`config.mk`:
```
export PLATFORM = sky130hd
export DESIGN_NAME = dot_product_stream
export DESIGN_NICKNAME = d
export VERILOG_FILES = /design/src/rtl/dot_product_pkg.sv /design/src/rtl/dot_product_stream_mac_unit.sv /design/src/rtl/dot_product_stream.sv
export SDC_FILE = /design/constraint.sdc
export NUM_CORES = 1
export LEC_CHECK = 0
export ABC_AREA = 1
export BUFFER_PORTS_ARGS = -buffer_cell sky130_fd_sc_hd__buf_2
export CORE_MARGIN = 2
export CORE_UTILIZATION = 45
export CTS_CLUSTER_SIZE = 8
export DETAILED_ROUTE_END_ITERATION = 16
export GPL_ROUTABILITY_DRIVEN = 0
export HOLD_SLACK_MARGIN = 0.06
export SLEW_MARGIN = 20
export SYNTH_ARGS = -nofsm -noshare
export SYNTH_HDL_FRONTEND = slang
export SYNTH_HIERARCHICAL = 1
export SYNTH_SLANG_ARGS = --single-unit
```
`constraint.sdc`:
```
create_clock -name clk -period 12.8 [get_ports clk]
set_input_delay 1.28 -clock clk [delete_from_list [all_inputs] [get_ports clk]]
set_output_delay 1.28 -clock clk [all_outputs]
set_load 0.005 [all_outputs]
```
`src/rtl/dot_product_pkg.sv`:
```
// Shared types and constants for the streaming dot-product engine.
// Provides the default element width, the FSM state encoding and the count-width helper.
package dot_product_pkg;

    localparam int DEF_W = 32;

    typedef enum logic [1:0] {
        ST_IDLE  = 2'd0,
        ST_ACCUM = 2'd1,
        ST_DONE  = 2'd2
    } state_e;

    // Bits needed to hold a beat count from 0 to n inclusive.
    function automatic int count_w(input int n);
        return (n < 1) ? 1 : $clog2(n + 1);
    endfunction

endpackage

```
`src/rtl/dot_product_stream_mac_unit.sv`:
```
// Combinational multiply-accumulate: acc_out = acc_in + low W bits of (a*b), modulo 2^W.
module mac_unit #(
    parameter int W = 32
) (
    input  logic [W-1:0] acc_in,
    input  logic [W-1:0] a,
    input  logic [W-1:0] b,
    output logic [W-1:0] acc_out
);

    logic [W-1:0] prod_s;

    // Product is truncated to W bits before the wrap-around add.
    always_comb begin
        prod_s  = a * b;
        acc_out = acc_in + prod_s;
    end

endmodule

```
`src/rtl/dot_product_stream.sv`:
```
// Streaming dot product: one (a,b) pair per accepted beat, N beats per result,
// result offered on a valid/ready port and held until the consumer takes it.
module dot_product_stream
    import dot_product_pkg::*;
#(
    parameter int N = 8,
    parameter int W = DEF_W
) (
    input  logic                 clk,
    input  logic                 rst_n,
    input  logic                 in_valid,
    output logic                 in_ready,
    input  logic [W-1:0]         in_a,
    input  logic [W-1:0]         in_b,
    output logic                 out_valid,
    input  logic                 out_ready,
    output logic [W-1:0]         out_result,
    output logic                 busy,
    output logic [count_w(N)-1:0] elem_count
);

    localparam int            CW   = count_w(N);
    localparam logic [CW-1:0] LAST = CW'(N - 1);

    state_e        state_q, state_d;
    logic [W-1:0]  acc_q, acc_d;
    logic [CW-1:0] cnt_q, cnt_d;
    logic          out_valid_q, out_valid_d;
    logic [W-1:0]  out_result_q, out_result_d;
    logic          busy_q, busy_d;
    logic          in_ready_q, in_ready_d;

    logic          accept_s;
    logic          last_beat_s;
    logic [W-1:0]  mac_base_s;
    logic [W-1:0]  mac_sum_s;

    // The first beat of a vector starts from zero regardless of what acc holds.
    always_comb begin
        accept_s    = in_valid && in_ready_q;
        last_beat_s = (cnt_q == LAST);
        mac_base_s  = (state_q == ST_IDLE) ? {W{1'b0}} : acc_q;
    end

    mac_unit #(.W(W)) u_mac (
        .acc_in  (mac_base_s),
        .a       (in_a),
        .b       (in_b),
        .acc_out (mac_sum_s)
    );

    // Next-state and next-output logic for the IDLE/ACCUM/DONE controller.
    always_comb begin
        state_d      = state_q;
        acc_d        = acc_q;
        cnt_d        = cnt_q;
        out_valid_d  = out_valid_q;
        out_result_d = out_result_q;
        busy_d       = busy_q;
        in_ready_d   = in_ready_q;
        case (state_q)
            ST_IDLE, ST_ACCUM: begin
                if (accept_s) begin
                    acc_d  = mac_sum_s;
                    cnt_d  = cnt_q + {{(CW-1){1'b0}}, 1'b1};
                    busy_d = 1'b1;
                    // cnt_q is zero in IDLE, so N==1 finishes on the very first beat.
                    if (last_beat_s) begin
                        state_d      = ST_DONE;
                        in_ready_d   = 1'b0;
                        out_valid_d  = 1'b1;
                        out_result_d = mac_sum_s;
                    end else begin
                        state_d = ST_ACCUM;
                    end
                end else begin
                    state_d = state_q;
                end
            end
            ST_DONE: begin
                if (out_ready) begin
                    state_d     = ST_IDLE;
                    acc_d       = {W{1'b0}};
                    cnt_d       = {CW{1'b0}};
                    out_valid_d = 1'b0;
                    busy_d      = 1'b0;
                    in_ready_d  = 1'b1;
                end else begin
                    state_d = ST_DONE;
                end
            end
            default: begin
                state_d     = ST_IDLE;
                acc_d       = {W{1'b0}};
                cnt_d       = {CW{1'b0}};
                out_valid_d = 1'b0;
                busy_d      = 1'b0;
                in_ready_d  = 1'b1;
            end
        endcase
    end

    // State and registered-output flops.
    always_ff @(posedge clk or negedge rst_n) begin
        if (!rst_n) begin
            state_q      <= ST_IDLE;
            acc_q        <= {W{1'b0}};
            cnt_q        <= {CW{1'b0}};
            out_valid_q  <= 1'b0;
            out_result_q <= {W{1'b0}};
            busy_q       <= 1'b0;
            in_ready_q   <= 1'b1;
        end else begin
            state_q      <= state_d;
            acc_q        <= acc_d;
            cnt_q        <= cnt_d;
            out_valid_q  <= out_valid_d;
            out_result_q <= out_result_d;
            busy_q       <= busy_d;
            in_ready_q   <= in_ready_d;
        end
    end

    assign in_ready   = in_ready_q;
    assign out_valid  = out_valid_q;
    assign out_result = out_result_q;
    assign busy       = busy_q;
    assign elem_count = cnt_q;

endmodule

```
# Word-level counts from Yosys, hierarchy flattened
# Index checks and enable logic that the tools add are counted.
# word_totals
ff_bits,73
input_bits,68
out_inout_bits,39
# op_classes
mul,1
n_eq_ne,6
mux,21
addsub,2
reduce_logical,6
# ops
op,count
32-bit two-way mux,3
32-bit case mux with 2 select lines,1
32-bit adder,1
32-bit by 32-bit multiplier with 32-bit output,1
4-bit two-way mux,2
4-bit case mux with 2 select lines,1
1-bit two-way mux,7
2-bit two-way mux,3
2-bit != test (second input constant),3
1-bit case mux with 2 select lines,3
3-bit AND reduction,2
4-bit by 1-bit adder with 4-bit output (second input constant),1
4-bit by 3-bit == test with 1-bit output (second input constant),1
2-bit case mux with 2 select lines,1
2-bit by 1-bit == test with 1-bit output (second input constant),1
2-bit == test (second input constant),1
2-bit zero test,1
2-bit AND reduction,1
2-bit OR reduction,1
1-bit logical AND,1

# Logic depth before layout (Yosys ltp)
# logic_depth
word_depth,5
mapped_depth,34
ltp_nobuf,32

# Hierarchy
# Netlist, hierarchy kept.
# modules_own_cells
mod,n_inst,seq_area_each_um2,cells_per_inst,area_each_um2
mac_unit,1,0.0,2513,18101.1
dot_product_stream,1,1828.0,358,3226.8

# Least setup slack after synthesis
# No wires, ideal clock.
# synth_path
kind,input-to-reg
start,input in_b[3]
end,register acc_q[30]
setup_time_ps,83
setup_slack_ps,5184
stages,30
path_buffers,2
arrival_ps,7533
cell_sequence,clkbuf_1 -> buf_1 -> nand2_1 -> inv_1 -> fa_1 -> fa_1 -> fa_1 -> inv_1 -> fa_1 -> inv_1 -> fa_1 -> inv_1 -> fa_1 -> inv_1 -> fa_1 -> inv_1 -> fa_1 -> inv_1 -> ha_1 -> nand2_1 -> nor4_1 -> nand3b_1 -> nand3_1 -> nand2_1 -> nand2_1 -> nand2_1 -> nand3_1 -> xor2_1 -> inv_1 -> o21ai_0
# synth_via
elab_chain_len,4
# synth_rtl
item,line,rtl
from (decl),dot_product_stream.sv:14,"input logic [W-1:0] in_b,"
32-bit by 32-bit multiplier with 32-bit output,dot_product_stream_mac_unit.sv:15,prod_s = a * b;
32-bit adder,dot_product_stream_mac_unit.sv:16,acc_out = acc_in + prod_s;
named net mac_sum_s[30],dot_product_stream.sv:36,logic [W-1:0] mac_sum_s;
32-bit two-way mux,dot_product_stream.sv:63,if (accept_s) begin
32-bit case mux with 2 select lines,dot_product_stream.sv:61,case (state_q)
to (signal assigned),dot_product_stream.sv:107,acc_q <= {W{1'b0}};
to (decl),dot_product_stream.sv:26,"logic [W-1:0] acc_q, acc_d;"
# The timed path passes the listed nets, and every way through them passes these cells. The select of a mux whose other input is x is not followed.
# A chain may end at the register's enable or synchronous reset.

# Worst setup path after layout
# layout_path
start,input in_b[0]
end,"register out_result_q[30], in the netlist out_result[30]"
# layout_via
elab_chain_len,2
# layout_rtl
item,line,rtl
32-bit by 32-bit multiplier with 32-bit output,dot_product_stream_mac_unit.sv:15,
32-bit adder,dot_product_stream_mac_unit.sv:16,
named net mac_sum_s[30],dot_product_stream.sv:36,
to (signal assigned),dot_product_stream.sv:110,out_result_q <= {W{1'b0}};
to (signal assigned),dot_product_stream.sv:118,out_result_q <= out_result_d;
to (decl),dot_product_stream.sv:29,"logic [W-1:0] out_result_q, out_result_d;"
# The timed path passes the listed nets, and every way through them passes these cells.

==> results.sh <==
export IMPL_drc=0
export IMPL_cts_setup_buffers=0
export IMPL_wire_per_inst_um=15.36
export IMPL_hold_path_depth=2
export IMPL_tritoncts="yes"
export IMPL_critPathKind="input port to register"
export IMPL_io_pins=107
export IMPL_die_h_um=221.7
export IMPL_async_flop_share=1.000
export IMPL_start_kind="input port"
export IMPL_min_period_ps=7983
export IMPL_fillers=4663
export IMPL_syn_mean_instance_area_um2=7.429
export IMPL_syn_nets=3502
export IMPL_min_period_over_period=0.6237
export IMPL_yosysWarningCount=6
export IMPL_clk_latency_ps=340
export IMPL_cts_hold_buf=0
export IMPL_overflow=0
export IMPL_grtUsageTotal=0.2268
export IMPL_path_clk_slew_ps=60
export IMPL_setup_viol=0
export IMPL_rsz0062_at_grt="no"
export IMPL_synth_ff_type="dfrtp_1"
export IMPL_clock_path_buffers=2
export IMPL_antenna_found_initial=0
export IMPL_slew_violations=0
export IMPL_relSlewSlack=0.3616
export IMPL_clock_skew_ps=8.780
export IMPL_run_status="complete, no violations"
export IMPL_place_hpwl_um=44140
export IMPL_ys_ff_latch=73
export IMPL_ff2ff_path_depth=29
export IMPL_area_growth_pct=5.057
export IMPL_clockRootBuffer="clkbuf_16"
export IMPL_ys_seq_area_frac=0.08571
export IMPL_fmax_mhz=125.3
export IMPL_vias=16645
export IMPL_synth_edf_count=0
export IMPL_grt_pass1_wl_um=89560
export IMPL_fp_dieW_um=221.7
export IMPL_end_kind="register"
export IMPL_hold_viol=0
export IMPL_min_delay_path_class="register to register"
export IMPL_cts_sinks=73
export IMPL_tns_ps=0
export IMPL_grt_pass1_vias=17706
export IMPL_final_nets=3501
export IMPL_rows=79
export IMPL_antenna_cells=0
export IMPL_viasPerCell=4.780
export IMPL_netlist_instances=2871
export IMPL_core_area_um2=46650
export IMPL_worst_slew_pin_transition_ps=957.6
export IMPL_numCtsBuffers=9
export IMPL_crit_arrival_ps=8220
export IMPL_wirelength_um=53470
export IMPL_post_cts_resized=0
export IMPL_ant_nets=0
export IMPL_synth_distinct_cells=40
export IMPL_drt_pass1_iterations=5
export IMPL_cts_max_level=3
export IMPL_worstPathRequired_ps=13040
export IMPL_io_buffers=106
export IMPL_dieArea_um2=49150
export IMPL_drt_iter0_markers=1071
export IMPL_drive_gt1_frac=0.06504
export IMPL_worstPathMaxFanout=33
export IMPL_drv_cap=0
export IMPL_synthesis_area_um2=21330
export IMPL_start_util=0.4571
export IMPL_grt_max_degree=74
==> per-layer routing <==
| metal | global-route usage | vias up | part of all wire |
|---|---|---|---|
| met5 | 0 | - | 0 |
| met1 | 0.3077 | 8299 | 0.43 |
| met3 | 0.02452 | 62 | 0.052 |
| met2 | 0.3903 | 403 | 0.50 |
| met4 | 0.05536 | 0 | 0.023 |
| li1 | - | 7881 | - |
==> placed cells by master, fill, tap and decap left out, drive strengths merged, types with 10 or more instances in the layout <==
cell,instances
nor2,69
inv,976
o21ai,52
nand2,838
fa,438
a21oi,32
xnor2,14
ha,125
clkbuf,10
xor2,17
nand3,82
buf,109
dfrtp,72
==> logic make-up (layout without fill, tap and decap cells) <==
group,after synthesis,after routing,synth area share
buffers and inverters,1096,1100,0.1986
and+or+nand+nor,1010,1010,0.1887
adders and majority gates,563,563,0.4845
AOI/OAI and AO/OA,98,98,0.02980
DFF,73,73,0.08571
xor gates and xnor gates,31,31,0.01273
==> flip-flops by register name, indices dropped and copies added (netlist names) <==
signal	cells
busy	1
state_q	2
in_ready	1
out_valid	1
out_result	32
acc_q	32
elem_count	4
==> stage by stage <==
| step | util | setup WS [ps] | hold slack [ps] | area (um2) | std cells |
|---|---|---|---|---|---|
| final | 0.4803 | 4817 | 463.2 | 22410 | 3482 |
| after floorplan | - | 5184 | 453.0 | 21330 | 2871 |
| after global placement | 0.4732 | 4584 | 449.4 | 22080 | 3466 |
| after global routing | 0.4803 | 4333 | 493.5 | 22410 | 3482 |
| after CTS | 0.4803 | 4837 | 469.4 | 22410 | 3482 |
| after detailed placement | 0.4732 | 4519 | 454.7 | 22080 | 3466 |
==> cell type report <==
cell class / instances / area, um2 / share of cell area
timing repair buffer: 109 / 555.5 / 0.02479
multi-input combinational: 1702 / 15270 / 0.6814
tap: 607 / 759.5 / 0.03390
inverter: 975 / 3667 / 0.1637
clock buffer: 10 / 239.0 / 0.01067
clock inverter: 6 / 90.09 / 0.004021
sequential: 73 / 1828 / 0.08158
==> critical path: stages <==
cell      delay (ps)
buf_2            530
nand2_1          190
fa_1             520
fa_1             540
inv_1             50
fa_1             490
inv_1             60
fa_1             530
inv_1             50
fa_1             480
fa_1             510
fa_1             490
inv_1             50
fa_1             490
inv_1             40
ha_1             350
nand2_1          110
nor4_1           380
nand3b_1         130
nand3_1          180
nand2_1           70
nand2_1          120
nand2_1           60
nand3_1           80
xor2_1           170
inv_1             70
o21ai_0          170
==> Yosys cell counts (6+ instances only) <==
cell type  count  area share
a21oi_1       32      0.0075
buf_1         13      0.0023
buf_2         28      0.0066
buf_4          6      0.0021
clkbuf_1      70       0.012
dfrtp_1       72       0.084
fa_1         438        0.41
ha_1         125       0.073
inv_1        964        0.17
inv_2         10      0.0018
nand2_1      823        0.14
nand2_2       13      0.0038
nand3_1       82       0.019
nand3b_1       6      0.0021
nor2_1        66       0.012
nor3_1         6      0.0014
o21ai_0       16      0.0038
o21ai_1        7      0.0016
o21ai_2       29       0.012
xnor2_1       14      0.0057
xor2_1        17      0.0070
==> final timing paths <==
kind / start / end / slack (ps)
worst min-delay path: out_valid / out_valid / 460
max in group asynchronous: rst_n / out_result[10] / 11070
worst max register to register: state_q[1] / out_result[30] / 5370
min in group asynchronous: rst_n / elem_count[3] / 1060
worst max-delay path: in_b[0] / out_result[30] / 4820
worst min register to register: out_valid / out_valid / 460
Power is not shown: default switching activity piles up to over one toggle a cycle in this logic, so the estimate is an artifact.
